[src/rtl/shift_seq_pkg.sv]
// rtl/shift_seq_pkg.sv - op codes, FSM states and op classification for the shift sequencer (honours SHIFT_SEQ_ROTATE_EN)
package shift_seq_pkg;

  typedef enum logic [2:0] {
    OP_LSR = 3'b000,
    OP_LSL = 3'b001,
    OP_ASR = 3'b010,
    OP_ASL = 3'b011,
    OP_ROR = 3'b100,
    OP_ROL = 3'b101
  } opT;

  typedef enum logic [1:0] {
    ST_IDLE  = 2'b00,
    ST_SHIFT = 2'b01,
    ST_RESP  = 2'b10
  } stateT;

  localparam logic [2:0] OP_ILLEGAL_6 = 3'b110;
  localparam logic [2:0] OP_ILLEGAL_7 = 3'b111;

  function automatic logic isRotate(input logic [2:0] op);
    return (op == OP_ROR) || (op == OP_ROL);
  endfunction

  // Rotates count as legal only when the rotate datapath is built.
  function automatic logic isLegal(input logic [2:0] op);
`ifdef SHIFT_SEQ_ROTATE_EN
    return !((op == OP_ILLEGAL_6) || (op == OP_ILLEGAL_7));
`else
    return !op[2];
`endif
  endfunction

endpackage

[src/rtl/shift_sequencer_if.sv]
// rtl/shift_sequencer_if.sv - two-requester command bus and response bus of the shift sequencer
interface shift_sequencer_if #(
  parameter int WIDTH = 4,
  parameter int AMT_W = 3
);
  logic             req0_valid;
  logic             req0_ready;
  logic [2:0]       req0_op;
  logic [WIDTH-1:0] req0_data;
  logic [AMT_W-1:0] req0_amt;

  logic             req1_valid;
  logic             req1_ready;
  logic [2:0]       req1_op;
  logic [WIDTH-1:0] req1_data;
  logic [AMT_W-1:0] req1_amt;

  logic             rsp_valid;
  logic             rsp_ready;
  logic             rsp_id;
  logic [WIDTH-1:0] rsp_data;
  logic             rsp_err;

  logic             busy;

  modport slave (
    input  req0_valid, req0_op, req0_data, req0_amt,
    input  req1_valid, req1_op, req1_data, req1_amt,
    input  rsp_ready,
    output req0_ready, req1_ready,
    output rsp_valid, rsp_id, rsp_data, rsp_err, busy
  );

  modport master (
    output req0_valid, req0_op, req0_data, req0_amt,
    output req1_valid, req1_op, req1_data, req1_amt,
    output rsp_ready,
    input  req0_ready, req1_ready,
    input  rsp_valid, rsp_id, rsp_data, rsp_err, busy
  );

endinterface

[src/rtl/shift_step.sv]
// rtl/shift_step.sv - single 1-bit shift/rotate step (rotate paths only with SHIFT_SEQ_ROTATE_EN)
module shift_step
  import shift_seq_pkg::*;
#(
  parameter int WIDTH = 4
) (
  input  logic [2:0]       op,
  input  logic [WIDTH-1:0] data_in,
  output logic [WIDTH-1:0] data_out
);

  // One-bit move selected by op; anything unrecognised passes through untouched.
  always_comb begin
    data_out = data_in;
    case (op)
      OP_LSR:         data_out = {1'b0, data_in[WIDTH-1:1]};
      OP_LSL, OP_ASL: data_out = {data_in[WIDTH-2:0], 1'b0};
      OP_ASR:         data_out = {data_in[WIDTH-1], data_in[WIDTH-1:1]};
`ifdef SHIFT_SEQ_ROTATE_EN
      OP_ROR:         data_out = {data_in[0], data_in[WIDTH-1:1]};
      OP_ROL:         data_out = {data_in[WIDTH-2:0], data_in[WIDTH-1]};
`endif
      default:        data_out = data_in;
    endcase
  end

endmodule

[src/rtl/shift_sequencer.sv]
// rtl/shift_sequencer.sv - round-robin two-requester iterative shifter (rotates enabled by SHIFT_SEQ_ROTATE_EN)
module shift_sequencer
  import shift_seq_pkg::*;
#(
  parameter int WIDTH = 4,
  parameter int AMT_W = 3
) (
  input logic              clk,
  input logic              rst_n,
  shift_sequencer_if.slave bus
);

  stateT            state;
  stateT            nextState;
  logic             grant0;
  logic             grant1;
  logic             accept;
  logic             lastGrant;
  logic [2:0]       selOp;
  logic [WIDTH-1:0] selData;
  logic [AMT_W-1:0] selCount;
  logic [2:0]       capOp;
  logic [WIDTH-1:0] workData;
  logic [WIDTH-1:0] stepOut;
  logic [AMT_W-1:0] remaining;
  logic             rspId;
  logic [WIDTH-1:0] rspData;
  logic             rspErr;

  // Shifts saturate at WIDTH steps, rotates run the full amount, illegal ops run none.
  function automatic logic [AMT_W-1:0] iterCount(input logic [2:0] op, input logic [AMT_W-1:0] amt);
    if (!isLegal(op)) return '0;
    if (isRotate(op)) return amt;
    if (int'(amt) >= WIDTH) return AMT_W'(WIDTH);
    return amt;
  endfunction

  // Round-robin grant: on a tie the requester not granted last wins.
  always_comb begin
    grant1   = bus.req1_valid && (!bus.req0_valid || !lastGrant);
    grant0   = bus.req0_valid && !grant1;
    accept   = (state == ST_IDLE) && (grant0 || grant1);
    selOp    = grant1 ? bus.req1_op   : bus.req0_op;
    selData  = grant1 ? bus.req1_data : bus.req0_data;
    selCount = iterCount(selOp, grant1 ? bus.req1_amt : bus.req0_amt);
  end

  shift_step #(.WIDTH(WIDTH)) u_step (
    .op       (capOp),
    .data_in  (workData),
    .data_out (stepOut)
  );

  // State register.
  always_ff @(posedge clk) begin
    if (!rst_n) state <= ST_IDLE;
    else        state <= nextState;
  end

  // Next-state decode.
  always_comb begin
    nextState = state;
    case (state)
      ST_IDLE:  if (accept) nextState = (selCount != '0) ? ST_SHIFT : ST_RESP;
      ST_SHIFT: if (remaining == AMT_W'(1)) nextState = ST_RESP;
      ST_RESP:  if (bus.rsp_ready) nextState = ST_IDLE;
      default:  nextState = ST_IDLE;
    endcase
  end

  // Handshake and status outputs; response fields come straight from their registers.
  always_comb begin
    bus.req0_ready = (state == ST_IDLE) && grant0;
    bus.req1_ready = (state == ST_IDLE) && grant1;
    bus.rsp_valid  = (state == ST_RESP);
    bus.busy       = (state != ST_IDLE);
    bus.rsp_id     = rspId;
    bus.rsp_data   = rspData;
    bus.rsp_err    = rspErr;
  end

  // Command capture, per-cycle stepping and result latch (result only written on entry to RESP).
  always_ff @(posedge clk) begin
    if (!rst_n) begin
      lastGrant <= 1'b1;
      rspId     <= 1'b0;
      rspData   <= '0;
      rspErr    <= 1'b0;
      capOp     <= '0;
      workData  <= '0;
      remaining <= '0;
    end else if (accept) begin
      lastGrant <= grant1;
      rspId     <= grant1;
      capOp     <= selOp;
      workData  <= selData;
      remaining <= selCount;
      if (selCount == '0) begin
        rspData <= selData;
        rspErr  <= !isLegal(selOp);
      end
    end else if (state == ST_SHIFT) begin
      workData  <= stepOut;
      remaining <= remaining - AMT_W'(1);
      if (remaining == AMT_W'(1)) begin
        rspData <= stepOut;
        rspErr  <= 1'b0;
      end
    end
  end

endmodule

[src/flat_wrapper.sv]
// flat-port wrapper written by rule: the top's interface ports become plain ports
module shift_sequencer_flat import shift_seq_pkg::*;
#(
  parameter int WIDTH = 4,
  parameter int AMT_W = 3
)
  (clk, rst_n, bus_req0_valid, bus_req0_op, bus_req0_data, bus_req0_amt, bus_req1_valid, bus_req1_op, bus_req1_data, bus_req1_amt, bus_rsp_ready, bus_req0_ready, bus_req1_ready, bus_rsp_valid, bus_rsp_id, bus_rsp_data, bus_rsp_err, bus_busy);
  shift_sequencer_if #(.WIDTH(WIDTH), .AMT_W(AMT_W)) bus_i ();
  input logic clk;
  input logic rst_n;
  input wire logic [$bits(bus_i.req0_valid)-1:0] bus_req0_valid;
  input wire logic [$bits(bus_i.req0_op)-1:0] bus_req0_op;
  input wire logic [$bits(bus_i.req0_data)-1:0] bus_req0_data;
  input wire logic [$bits(bus_i.req0_amt)-1:0] bus_req0_amt;
  input wire logic [$bits(bus_i.req1_valid)-1:0] bus_req1_valid;
  input wire logic [$bits(bus_i.req1_op)-1:0] bus_req1_op;
  input wire logic [$bits(bus_i.req1_data)-1:0] bus_req1_data;
  input wire logic [$bits(bus_i.req1_amt)-1:0] bus_req1_amt;
  input wire logic [$bits(bus_i.rsp_ready)-1:0] bus_rsp_ready;
  output wire logic [$bits(bus_i.req0_ready)-1:0] bus_req0_ready;
  output wire logic [$bits(bus_i.req1_ready)-1:0] bus_req1_ready;
  output wire logic [$bits(bus_i.rsp_valid)-1:0] bus_rsp_valid;
  output wire logic [$bits(bus_i.rsp_id)-1:0] bus_rsp_id;
  output wire logic [$bits(bus_i.rsp_data)-1:0] bus_rsp_data;
  output wire logic [$bits(bus_i.rsp_err)-1:0] bus_rsp_err;
  output wire logic [$bits(bus_i.busy)-1:0] bus_busy;
  assign bus_i.req0_valid = bus_req0_valid;
  assign bus_i.req0_op = bus_req0_op;
  assign bus_i.req0_data = bus_req0_data;
  assign bus_i.req0_amt = bus_req0_amt;
  assign bus_i.req1_valid = bus_req1_valid;
  assign bus_i.req1_op = bus_req1_op;
  assign bus_i.req1_data = bus_req1_data;
  assign bus_i.req1_amt = bus_req1_amt;
  assign bus_i.rsp_ready = bus_rsp_ready;
  assign bus_req0_ready = bus_i.req0_ready;
  assign bus_req1_ready = bus_i.req1_ready;
  assign bus_rsp_valid = bus_i.rsp_valid;
  assign bus_rsp_id = bus_i.rsp_id;
  assign bus_rsp_data = bus_i.rsp_data;
  assign bus_rsp_err = bus_i.rsp_err;
  assign bus_busy = bus_i.busy;
  shift_sequencer #(.WIDTH(WIDTH), .AMT_W(AMT_W)) u_core (.clk(clk), .rst_n(rst_n), .bus(bus_i));
endmodule
[config.mk]
export PLATFORM = sky130hd
export DESIGN_NAME = shift_sequencer_flat
export DESIGN_NICKNAME = d
export VERILOG_FILES = /design/src/rtl/shift_seq_pkg.sv /design/src/rtl/shift_sequencer_if.sv /design/src/rtl/shift_step.sv /design/src/rtl/shift_sequencer.sv /design/src/flat_wrapper.sv
export SDC_FILE = /design/constraint.sdc
export NUM_CORES = 1
export LEC_CHECK = 0
export ABC_CLOCK_PERIOD_IN_PS = 1500
export BUFFER_PORTS_ARGS = -buffer_cell sky130_fd_sc_hd__buf_2
export CORE_MARGIN = 2
export CORE_UTILIZATION = 46
export CTS_CLUSTER_SIZE = 10
export DETAILED_ROUTE_END_ITERATION = 6
export PLACE_DENSITY = 0.75
export SKIP_CTS_REPAIR_TIMING = 1
export SYNTH_ARGS = -nofsm -noshare
export SYNTH_HDL_FRONTEND = slang
export SYNTH_HIERARCHICAL = 1
export SYNTH_SLANG_ARGS = --single-unit
[constraint.sdc]
create_clock -name clk -period 1.5 [get_ports clk]
set_clock_uncertainty 0.05 [all_clocks]
set_input_delay 0.15 -clock clk [delete_from_list [all_inputs] [get_ports clk]]
set_output_delay 0.15 -clock clk [all_outputs]
set_load 0.01 [all_outputs]
==> results_tabular.tex, run 1 <==
\begin{tabular}{lr}
\hline
Metric & Value \\
\hline
\multicolumn{2}{l}{\textbf{Run status}} \\
\quad Status & finished, violations left \\
\quad Failing checks & negative setup slack \\
\multicolumn{2}{l}{\textbf{Timing}} \\
\quad Final worst-path setup slack & -0.155 ns \\
\quad Final setup violation count & 7 \\
\quad Slew at the pin closest to its max-slew limit & 0.417 ns \\
\quad Final slew viol count & 0 \\
\quad Period utilisation layout & 1.10 \\
\quad Maximum clock frequency & 604 MHz \\
\quad Tightest hold margin & 0.128 ns \\
\quad Minimum clock period & 1.66 ns \\
\quad Rel. slew slack & 0.722 \\
\quad RSZ-0062 raised after global routing & yes \\
\quad Final hold violation count & 0 \\
\multicolumn{2}{l}{\textbf{Logic synthesis}} \\
\quad Average instance area after synthesis & 8.69 µm² \\
\quad Yosys top cell area share & 0.304 \\
\quad Post-synthesis share of cell area spent on xor and xnor gates & 0.00700 \\
\quad Fraction of the yosys area taken by sequential cells & 0.304 \\
\quad Synthesized area & 0.00125 mm² \\
\quad Compound-cell area share of the yosys netlist & 0.283 \\
\quad Most frequently used flop master after synthesis & sky130\_fd\_sc\_hd\_\_dfxtp\_1 \\
\quad Proportion of synthesized flip-flops having asynchronous set or reset & 0 \\
\quad Most common cell in the synthesized netlist & sky130\_fd\_sc\_hd\_\_nand2\_1 \\
\quad Area share of and/or/nand/nor cells after synthesis & 0.205 \\
\quad Nets in the synthesized netlist & 171 \\
\quad Number of warnings reported in the yosys synthesis log & 6 \\
\quad Combinational family with the most area after synthesis & compound AO/OA/AOI/OAI gates \\
\quad Synth Area in Adders & 0.0200 \\
\quad Number of synthesized flops with an enable pin & 0 \\
\quad Mux cell area share after synthesis & 0.117 \\
\quad Netlist cell types & 41 \\
\quad Biggest area contributors in the synthesized netlist & sky130\_fd\_sc\_hd\_\_dfxtp\_1 30\%, sky130\_fd\_sc\_hd\_\_mux2i\_1 7.2\%, sky130\_fd\_sc\_hd\_\_nand2\_1 6.9\% \\
\quad Most frequent cells after synthesis & 23 x sky130\_fd\_sc\_hd\_\_nand2\_1, 19 x sky130\_fd\_sc\_hd\_\_dfxtp\_1, 9 x sky130\_fd\_sc\_hd\_\_mux2i\_1, 9 x sky130\_fd\_sc\_hd\_\_o211ai\_1, 8 x sky130\_fd\_sc\_hd\_\_nor2\_1 \\
\quad Flops \& latches, synth & 19 \\
\quad Number of cells produced by synthesis & 144 \\
\quad Cell accounting for the most synthesized area & sky130\_fd\_sc\_hd\_\_dfxtp\_1 \\
\multicolumn{2}{l}{\textbf{Final layout}} \\
\quad Layout cell share with drive strength beyond 1 & 0.422 \\
\quad Sequential cell area & 389 µm² \\
\quad Area occupied by multi-input gates & 831 µm² \\
\quad Area Overhead vs Synth & 30.1\% \\
\quad Count of filler cells inserted in the layout & 220 \\
\quad Diode insertion count for antenna repair & 0 \\
\quad Design area & 0.00163 mm² \\
\quad Layout net count & 220 \\
\multicolumn{2}{l}{\textbf{Floorplanning}} \\
\quad Chip width & 56.2 µm \\
\quad Starting density of the core & 0.496 \\
\quad Core area & 0.00252 mm² \\
\quad Number of placement rows & 18 \\
\quad Full die area & 0.00315 mm² \\
\quad Die Ht & 56.2 µm \\
\quad Count of boundary I/O pins & 35 \\
\multicolumn{2}{l}{\textbf{Pwr}} \\
\quad Leakage power total & 0.731 nW \\
\quad Maximum resistive drop on vdd & 0.695 mV \\
\quad Power density cells & 1030 mW/mm² \\
\multicolumn{2}{l}{\textbf{Worst hold path}} \\
\quad Worst Hold End & u\_core/state[1] \\
\quad Hold\_sp & bus\_rsp\_ready \\
\quad Cell depth of the worst hold path & 3 \\
\quad Hold/Removal Path Class & input port to register \\
\multicolumn{2}{l}{\textbf{Worst setup path}} \\
\quad R2R Path End & u\_core/bus.rsp\_data[2] \\
\quad CP Capture Type & register \\
\quad Reg-to-reg setup timing slack & -0.16 ns \\
\quad Signal arrival time at the worst endpoint & 1.84 ns \\
\quad Critical path startpoint category & register \\
\quad Number of cells on the worst reg-to-reg path & 6 \\
\quad Startpoint of the lowest-slack register-to-register path & u\_core/remaining[1] \\
\quad Category of the most critical setup path & register to register \\
\quad Data required, critical path & 1.68 ns \\
\quad Critical path peak fanout & 5 \\
\multicolumn{2}{l}{\textbf{Clock tree}} \\
\quad Cell at the root of the clock tree & sky130\_fd\_sc\_hd\_\_clkbuf\_4 \\
\quad Number of buffers added by the clock tree synthesis step & 3 \\
\quad TritonCTS clock tree & done \\
\quad Number of levels in the clock H-tree & 1 \\
\quad Clock-pin slew reported for the worst setup and hold paths after clock tree synthesis & 0.11 ns \\
\quad Clock insertion delay at the later pin of the skew report & 0.30 ns \\
\quad Total clock sinks & 19 \\
\quad Buffer levels on the longest clock path & 2 \\
\multicolumn{2}{l}{\textbf{Placement}} \\
\quad Half-perimeter wire length after detailed placement & 2380 µm \\
\quad Port bufs & 34 \\
\quad Area of placed instances & 0.00150 mm² \\
\quad Final weighted congestion in routability-driven placement & 0.816 \\
\multicolumn{2}{l}{\textbf{Detailed routing}} \\
\quad Vias/cell & 5.66 \\
\quad Detailed Route WL & 3340 µm \\
\quad Drt first pass iters & 4 \\
\quad Via count & 1257 \\
\quad Final routed DRC violation total & 0 \\
\quad Antenna Nets Post-Route & 0 \\
\quad Violation count after the first detailed-routing iteration & 51 \\
\quad Routed wire length per instance & 15.0 µm \\
\multicolumn{2}{l}{\textbf{GRT}} \\
\quad GR Overflow Total & 0 \\
\quad First-pass GRT wire length & 5150 µm \\
\quad Number of global-route vias before repair & 1204 \\
\quad Overall global routing resource usage & 0.200 \\
\quad Largest net degree at the start of global routing & 25 \\
\quad Initial antenna violation count & 0 \\
\multicolumn{2}{l}{\textbf{Run}} \\
\quad Count of max-cap constraint violations & 0 \\
\hline
\end{tabular}
-- how the worst max path moves through the flow --
stage / depth (start not counted) / startpoint / slack [ns] / to
global placement: 6 / u_core/remaining[1] / -0.01 / u_core/bus.rsp_data[0]
global route: 6 / u_core/remaining[1] / -0.24 / u_core/bus.rsp_data[0]
CTS: 3 / u_core/state[1] / -0.14 / bus_req0_ready
floorplan: 6 / u_core/remaining[1] / 0.01 / u_core/bus.rsp_data[0]
detailed placement: 6 / u_core/remaining[1] / -0.10 / u_core/bus.rsp_data[2]
finish: 6 / u_core/remaining[1] / -0.16 / u_core/bus.rsp_data[2]
-- through the flow --
| step | instances | TNS (ns) | power [mW] | setup WS, ns | util |
|---|---|---|---|---|---|
| 4_1_cts | 218 | -0.691 | 1.61 | -0.143 | 0.606 |
| 3_3_place_gp | 214 | -0.0487 | 1.32 | -0.0140 | 0.595 |
| 5_1_grt | 222 | -1.24 | 1.79 | -0.242 | 0.645 |
| 2_1_floorplan | 144 | 0 | 1.12 | 0.0126 | - |
| 6_report | 222 | -0.805 | 1.68 | -0.155 | 0.645 |
| 3_5_place_dp | 214 | -0.340 | 1.34 | -0.102 | 0.595 |
-- final cells by class --
cell class	instances	share of cell area
clock buffer	3	0.0138
inverter	6	0.0138
timing repair buffer	51	0.197
sequential	19	0.239
clock inverter	1	0.00307
tap	30	0.0231
multi-input combinational	112	0.510
-- metal layers --
layer / part of all wire / vias up / global-route usage
li1: - / 616 / -
met1: 0.44 / 596 / 0.261
met2: 0.49 / 43 / 0.336
met3: 0.066 / 2 / 0.0465
met4: 0.0039 / 0 / 0.0408
met5: 0 / - / 0
-- placed cells by master (no fill, tap or decap), drive strengths merged, types with 2 or more instances in the layout --
master,n
a21boi,7
a21o,4
a21oi,2
buf,51
clkbuf,3
dfxtp,19
ha,2
inv,6
mux2,5
mux2i,9
nand2,23
nand2b,3
nand3,3
nor2,10
nor2b,2
nor3,6
nor3b,2
o211a,2
o211ai,9
o21a,4
o21ai,5
o31ai,2
-- state kept, by name (all words and copies together) (netlist names) --
register / count
u_core/bus.rsp_data: 4
u_core/bus.rsp_err: 1
u_core/bus.rsp_id: 1
u_core/capOp: 3
u_core/lastGrant: 1
u_core/remaining: 3
u_core/state: 2
u_core/workData: 4
-- cell families after synthesis --
logic type      count (synthesis)
simple gates                   52
compound gates                 43
flops                          19
mux                            14
buf+inv                        13
fa+ha+maj                       2
xor+xnor                        1
-- worst max-delay path, cell delays in order (launching register included) --
cell and delay, ns:
sky130_fd_sc_hd__dfxtp_2 0.34, sky130_fd_sc_hd__inv_2 0.07, sky130_fd_sc_hd__ha_4 0.13, sky130_fd_sc_hd__nand2b_4 0.06, sky130_fd_sc_hd__a211o_1 0.34, sky130_fd_sc_hd__a221oi_4 0.37, sky130_fd_sc_hd__mux2i_1 0.23
-- power breakdown --
| group | internal [mW] | switching (mW) | total [mW] |
|---|---|---|---|
| clock network | 0.0994 | 0.161 | 0.261 |
| logic | 0.373 | 0.377 | 0.750 |
| registers | 0.593 | 0.0773 | 0.670 |
| total | 1.07 | 0.615 | 1.68 |
(Power assumes the default switching activity.)
==> run 2, diff against run 1 <==
--- a/config.mk
+++ b/config.mk
@@ -5,7 +5,7 @@
 export SDC_FILE = /design/constraint.sdc
 export NUM_CORES = 1
 export LEC_CHECK = 0
-export ABC_CLOCK_PERIOD_IN_PS = 1500
+export ABC_CLOCK_PERIOD_IN_PS = 1400
 export BUFFER_PORTS_ARGS = -buffer_cell sky130_fd_sc_hd__buf_2
 export CORE_MARGIN = 2
 export CORE_UTILIZATION = 46
==> constraint.sdc (replaced) <==
create_clock -name clk -period 1.4 [get_ports clk]
set_clock_uncertainty 0.05 [all_clocks]
set_input_delay 0.14 -clock clk [delete_from_list [all_inputs] [get_ports clk]]
set_output_delay 0.14 -clock clk [all_outputs]
set_load 0.01 [all_outputs]
==> results_tabular.tex, run 2 (synthesis gave the netlist of run 1 again) <==
\begin{tabular}{lr}
\hline
Metric & Value \\
\hline
\multicolumn{2}{l}{\textbf{Run status}} \\
\quad Status & finished, violations left \\
\quad Failing checks & negative setup slack \\
\multicolumn{2}{l}{\textbf{Timing}} \\
\quad Rel. slew slack & 0.714 \\
\quad RSZ-0062 raised after global routing & yes \\
\quad Final setup violation count & 20 \\
\quad Minimum clock period & 1.74 ns \\
\quad Slew at the pin closest to its max-slew limit & 0.430 ns \\
\quad Final worst-path setup slack & -0.337 ns \\
\quad Final slew viol count & 0 \\
\quad Period utilisation layout & 1.24 \\
\quad Final hold violation count & 0 \\
\quad Maximum clock frequency & 576 MHz \\
\multicolumn{2}{l}{\textbf{Detailed routing}} \\
\quad Antenna Nets Post-Route & 0 \\
\quad Final routed DRC violation total & 0 \\
\quad Via count & 1355 \\
\quad Drt first pass iters & 4 \\
\quad Detailed Route WL & 3670 µm \\
\quad Violation count after the first detailed-routing iteration & 56 \\
\quad Vias/cell & 5.69 \\
\quad Routed wire length per instance & 15.4 µm \\
\multicolumn{2}{l}{\textbf{Worst setup path}} \\
\quad CP Capture Type & primary output \\
\quad Category of the most critical setup path & register to primary output \\
\quad Delay of the slowest cell on the worst path & 0.41 ns \\
\quad Critical-path cell list & buf\_6, or3b\_4, nor2\_4, buf\_6, buf\_6 \\
\quad Reg-to-reg setup timing slack & -0.21 ns \\
\quad Signal arrival time at the worst endpoint & 1.55 ns \\
\quad Critical-path cell with the highest stage delay & sky130\_fd\_sc\_hd\_\_or3b\_4 \\
\quad Cell occurring most often along the worst timing path & sky130\_fd\_sc\_hd\_\_buf\_6 \\
\quad Worst Path Buf+Inv & 3 \\
\quad Kind of cell adding the most delay to the critical path & simple AND/OR/NAND/NOR gates \\
\quad Critical path startpoint category & register \\
\quad Critical path peak fanout & 3 \\
\quad Data required, critical path & 1.21 ns \\
\multicolumn{2}{l}{\textbf{Final layout}} \\
\quad Non-filler cells, final & 238 \\
\quad Area Overhead vs Synth & 51.1\% \\
\quad Layout cell share with drive strength beyond 1 & 0.524 \\
\quad Diode insertion count for antenna repair & 0 \\
\quad Most common cell after layout, fill and taps aside & sky130\_fd\_sc\_hd\_\_buf\_2 \\
\quad Design area & 0.00189 mm² \\
\quad Commonest cells after routing, fill and taps aside & 31 x sky130\_fd\_sc\_hd\_\_buf\_2, 21 x sky130\_fd\_sc\_hd\_\_nand2\_1, 18 x sky130\_fd\_sc\_hd\_\_buf\_4 \\
\quad Layout net count & 236 \\
\multicolumn{2}{l}{\textbf{Clock tree}} \\
\quad Number of levels in the clock H-tree & 1 \\
\quad Clock insertion delay at the later pin of the skew report & 0.32 ns \\
\quad Buffer levels on the longest clock path & 2 \\
\quad Total clock sinks & 19 \\
\quad Clock-pin slew reported for the worst setup and hold paths after clock tree synthesis & 0.13 ns \\
\quad Cell at the root of the clock tree & sky130\_fd\_sc\_hd\_\_clkbuf\_4 \\
\quad Number of buffers added by the clock tree synthesis step & 3 \\
\quad TritonCTS clock tree & done \\
\multicolumn{2}{l}{\textbf{GRT}} \\
\quad Overall global routing resource usage & 0.213 \\
\quad GR Overflow Total & 0 \\
\quad First-pass GRT wire length & 5400 µm \\
\quad Largest net degree at the start of global routing & 25 \\
\quad Number of global-route vias before repair & 1277 \\
\quad Initial antenna violation count & 0 \\
\multicolumn{2}{l}{\textbf{Floorplanning}} \\
\quad Count of boundary I/O pins & 35 \\
\quad Starting density of the core & 0.496 \\
\quad Full die area & 0.00315 mm² \\
\quad Core area & 0.00252 mm² \\
\quad Die Ht & 56.2 µm \\
\quad Number of placement rows & 18 \\
\quad Chip width & 56.2 µm \\
\multicolumn{2}{l}{\textbf{Placement}} \\
\quad Half-perimeter wire length after detailed placement & 2470 µm \\
\quad Setup slack after placement & -0.206 ns \\
\quad Port bufs & 34 \\
\quad Number of placed instances with taps included & 225 \\
\quad Final weighted congestion in routability-driven placement & 0.831 \\
\quad Area of placed instances & 0.00160 mm² \\
\multicolumn{2}{l}{\textbf{Pwr}} \\
\quad Total power after layout & 2.08 mW \\
\quad Clock share of power & 0.145 \\
\quad Combinational cell fraction of total power & 0.511 \\
\quad Portion of total power attributed to sequential cells & 0.344 \\
\quad Fraction of power spent switching nets & 0.370 \\
\quad Power spent charging and discharging nets & 0.768 mW \\
\quad Power density cells & 1100 mW/mm² \\
\quad Leakage power total & 0.849 nW \\
\quad Internal Dissipation & 1.31 mW \\
\quad Maximum resistive drop on vdd & 0.710 mV \\
\multicolumn{2}{l}{\textbf{Worst hold path}} \\
\quad Hold/Removal Path Class & input port to register \\
\multicolumn{2}{l}{\textbf{Run}} \\
\quad Count of max-cap constraint violations & 0 \\
\hline
\end{tabular}
-- run 2: final timing paths --
path / cells after the start / endpoint / start
max reg2reg: 6 / u_core/bus.rsp_data[0] / u_core/state[0]
max: 5 / bus_req0_ready / u_core/state[0]
min reg2reg: 2 / u_core/bus.rsp_data[2] / u_core/bus.rsp_data[2]
min: 4 / u_core/capOp[1] / bus_req1_op[1]
-- run 2: tightest hold or removal path: cells and delay by family --
family	cells	cell delay, ns
compound gates	1	0.13
buf+inv	1	0.07
simple gates	2	0.11
-- run 2: layout make-up --
type                    count  area, µm²
multi-input cells         113        937
well taps                  30       37.5
fillers                   173        632
flip-flops and latches     19        384
inverters                   6       22.5
clock inverters             1       5.00
repair buffers             66        482
clock buffers               3       22.5
-- run 2: metal layers --
metal / vias up / part of all wire / track usage
li1: 645 / - / -
met4: 0 / 0.023 / 0.0884
met3: 7 / 0.078 / 0.0372
met1: 650 / 0.40 / 0.278
met2: 53 / 0.50 / 0.343
met5: - / 0 / 0
-- run 2: per-stage QoR --
step | hold slack (ns) | TNS [ns] | util
after floorplan | 0.222 | -0.287 | -
after global placement | 0.394 | -0.392 | 0.633
after detailed placement | 0.398 | -0.965 | 0.633
after CTS | 0.0884 | -1.74 | 0.644
after global routing | 0.112 | -3.75 | 0.750
final | 0.109 | -2.50 | 0.750
-- run 2: power by group through the flow --
stage	combinational, mW	clock, mW	sequential [mW]
2_1_floorplan	0.488	0	0.721
3_3_place_gp	0.763	0	0.711
3_5_place_dp	0.794	0	0.716
4_1_cts	0.797	0.306	0.705
5_1_grt	1.14	0.331	0.729
6_report	1.06	0.302	0.714
==> run 3, diff against run 2 <==
--- a/config.mk
+++ b/config.mk
@@ -7,7 +7,6 @@
 export LEC_CHECK = 0
 export ABC_CLOCK_PERIOD_IN_PS = 1400
 export BUFFER_PORTS_ARGS = -buffer_cell sky130_fd_sc_hd__buf_2
-export CORE_MARGIN = 2
 export CORE_UTILIZATION = 46
 export CTS_CLUSTER_SIZE = 10
 export DETAILED_ROUTE_END_ITERATION = 6
==> results_tabular.tex, run 3 (synthesis gave the netlist of run 1 again) <==
\begin{tabular}{lr}
\hline
Metric & Value \\
\hline
\multicolumn{2}{l}{\textbf{Detailed routing}} \\
\quad Drt first pass iters & 4 \\
\quad Violation count after the first detailed-routing iteration & 22 \\
\quad Via count & 1332 \\
\quad Final routed DRC violation total & 0 \\
\quad Vias/cell & 5.64 \\
\quad Detailed Route WL & 3490 µm \\
\quad Routed wire length per instance & 14.8 µm \\
\quad Antenna Nets Post-Route & 0 \\
\multicolumn{2}{l}{\textbf{Final layout}} \\
\quad Diode insertion count for antenna repair & 0 \\
\quad Layout net count & 234 \\
\quad Final cell utilization of the core & 0.723 \\
\quad Commonest cells after routing, fill and taps aside & 32 x sky130\_fd\_sc\_hd\_\_buf\_2, 22 x sky130\_fd\_sc\_hd\_\_nand2\_1, 21 x sky130\_fd\_sc\_hd\_\_buf\_4 \\
\quad Most common cell after layout, fill and taps aside & sky130\_fd\_sc\_hd\_\_buf\_2 \\
\quad Non-filler cells, final & 236 \\
\quad Area Overhead vs Synth & 45.8\% \\
\quad Layout cell share with drive strength beyond 1 & 0.490 \\
\quad Count of filler cells inserted in the layout & 173 \\
\multicolumn{2}{l}{\textbf{Floorplanning}} \\
\quad Count of boundary I/O pins & 35 \\
\quad Full die area & 0.00293 mm² \\
\quad Number of placement rows & 18 \\
\quad Chip width & 54.2 µm \\
\quad Core area & 0.00252 mm² \\
\quad Die Ht & 54.2 µm \\
\quad Starting density of the core & 0.496 \\
\multicolumn{2}{l}{\textbf{Placement}} \\
\quad Number of placed instances with taps included & 224 \\
\quad Half-perimeter wire length after detailed placement & 2410 µm \\
\quad Final weighted congestion in routability-driven placement & 0.921 \\
\quad Port bufs & 34 \\
\multicolumn{2}{l}{\textbf{Clock tree}} \\
\quad Cell at the root of the clock tree & sky130\_fd\_sc\_hd\_\_clkbuf\_4 \\
\quad Number of buffers added by the clock tree synthesis step & 3 \\
\quad Buffer levels on the longest clock path & 2 \\
\quad TritonCTS clock tree & done \\
\quad Total clock sinks & 19 \\
\quad Number of levels in the clock H-tree & 1 \\
\quad Clock insertion delay at the later pin of the skew report & 0.31 ns \\
\quad Clock-pin slew reported for the worst setup and hold paths after clock tree synthesis & 0.11 ns \\
\multicolumn{2}{l}{\textbf{Timing}} \\
\quad Maximum clock frequency & 589 MHz \\
\quad Final hold violation count & 0 \\
\quad Slew at the pin closest to its max-slew limit & 0.431 ns \\
\quad RSZ-0062 raised after global routing & yes \\
\quad Rel. slew slack & 0.713 \\
\quad Final worst-path setup slack & -0.296 ns \\
\quad Final slew viol count & 0 \\
\quad Final setup violation count & 15 \\
\quad Period utilisation layout & 1.21 \\
\quad Minimum clock period & 1.70 ns \\
\multicolumn{2}{l}{\textbf{Pwr}} \\
\quad Total power after layout & 1.98 mW \\
\quad Leakage power total & 0.824 nW \\
\quad Power density cells & 1090 mW/mm² \\
\quad Maximum resistive drop on vdd & 1.02 mV \\
\multicolumn{2}{l}{\textbf{Worst setup path}} \\
\quad Category of the most critical setup path & register to primary output \\
\quad Critical path startpoint category & register \\
\quad Critical path peak fanout & 3 \\
\quad Critical-path cell with the highest stage delay & sky130\_fd\_sc\_hd\_\_or3b\_4 \\
\quad CP Capture Type & primary output \\
\quad Data required, critical path & 1.21 ns \\
\quad Cell occurring most often along the worst timing path & sky130\_fd\_sc\_hd\_\_buf\_6 \\
\quad Delay of the slowest cell on the worst path & 0.41 ns \\
\quad Worst Path Buf+Inv & 3 \\
\quad Kind of cell adding the most delay to the critical path & simple AND/OR/NAND/NOR gates \\
\quad Signal arrival time at the worst endpoint & 1.51 ns \\
\quad Critical-path cell list & buf\_6, or3b\_4, nor2\_4, buf\_6, buf\_6 \\
\multicolumn{2}{l}{\textbf{Worst hold path}} \\
\quad Hold/Removal Path Class & input port to register \\
\multicolumn{2}{l}{\textbf{GRT}} \\
\quad Overall global routing resource usage & 0.231 \\
\quad Number of global-route vias before repair & 1172 \\
\quad Largest net degree at the start of global routing & 25 \\
\quad GR Overflow Total & 0 \\
\quad Initial antenna violation count & 0 \\
\quad First-pass GRT wire length & 4800 µm \\
\multicolumn{2}{l}{\textbf{Run}} \\
\quad Count of max-cap constraint violations & 0 \\
\multicolumn{2}{l}{\textbf{Run status}} \\
\quad Status & finished, violations left \\
\quad Failing checks & negative setup slack \\
\hline
\end{tabular}
==> run 3: final timing paths <==
check,startpoint,end,slack [ns],depth (start not counted)
worst max-delay path,u_core/state[0],bus_req0_ready,-0.30,5
worst min-delay path,bus_req0_op[0],u_core/capOp[0],0.11,4
worst max register to register,u_core/remaining[1],u_core/bus.rsp_data[3],-0.22,6
worst min register to register,u_core/bus.rsp_data[1],u_core/bus.rsp_data[1],0.42,2
==> run 3: layer usage <==
layer | vias up | GRT usage | wire length (µm)
li1 | 647 | - | -
met1 | 635 | 0.285 | 1520
met2 | 44 | 0.386 | 1730
met3 | 6 | 0.0650 | 183
met4 | 0 | 0.0684 | 53
met5 | - | 0 | 0
==> run 3: final cells by class <==
type	instances	area [µm²]	share of cell area
Multi-Input combinational cell	112	896	0.491
Sequential cell	19	385	0.211
Timing Repair Buffer	65	453	0.248
Tap cell	30	37.5	0.0206
Inverter	6	22.5	0.0123
Clock buffer	3	22.5	0.0123
Clock inverter	1	7.51	0.00412
==> run 3: through the flow <==
step,instance area [µm²],worst slack [ns],hold WS (ns),TNS (ns)
2_1_floorplan,1270,-0.0567,0.222,-0.287
3_3_place_gp,1590,-0.0949,0.390,-0.443
3_5_place_dp,1590,-0.174,0.394,-0.843
4_1_cts,1620,-0.340,0.0885,-1.64
5_1_grt,1820,-0.360,0.100,-3.05
6_report,1820,-0.296,0.111,-1.88
==> run 3: power by group <==
group	switching [mW]	internal [mW]
combinational	0.453	0.511
sequential	0.0797	0.633
clock	0.193	0.109
==> run 3: worst register-to-register path: cells and delay by family (launching register included) <==
kind	cells	cell delay, ns
AO/OA/AOI/OAI	2	0.70
adder cells (fa/ha/maj)	1	0.13
buffers and inverters	1	0.06
flip-flops	1	0.34
multiplexers	1	0.23
AND/OR/NAND/NOR	1	0.05
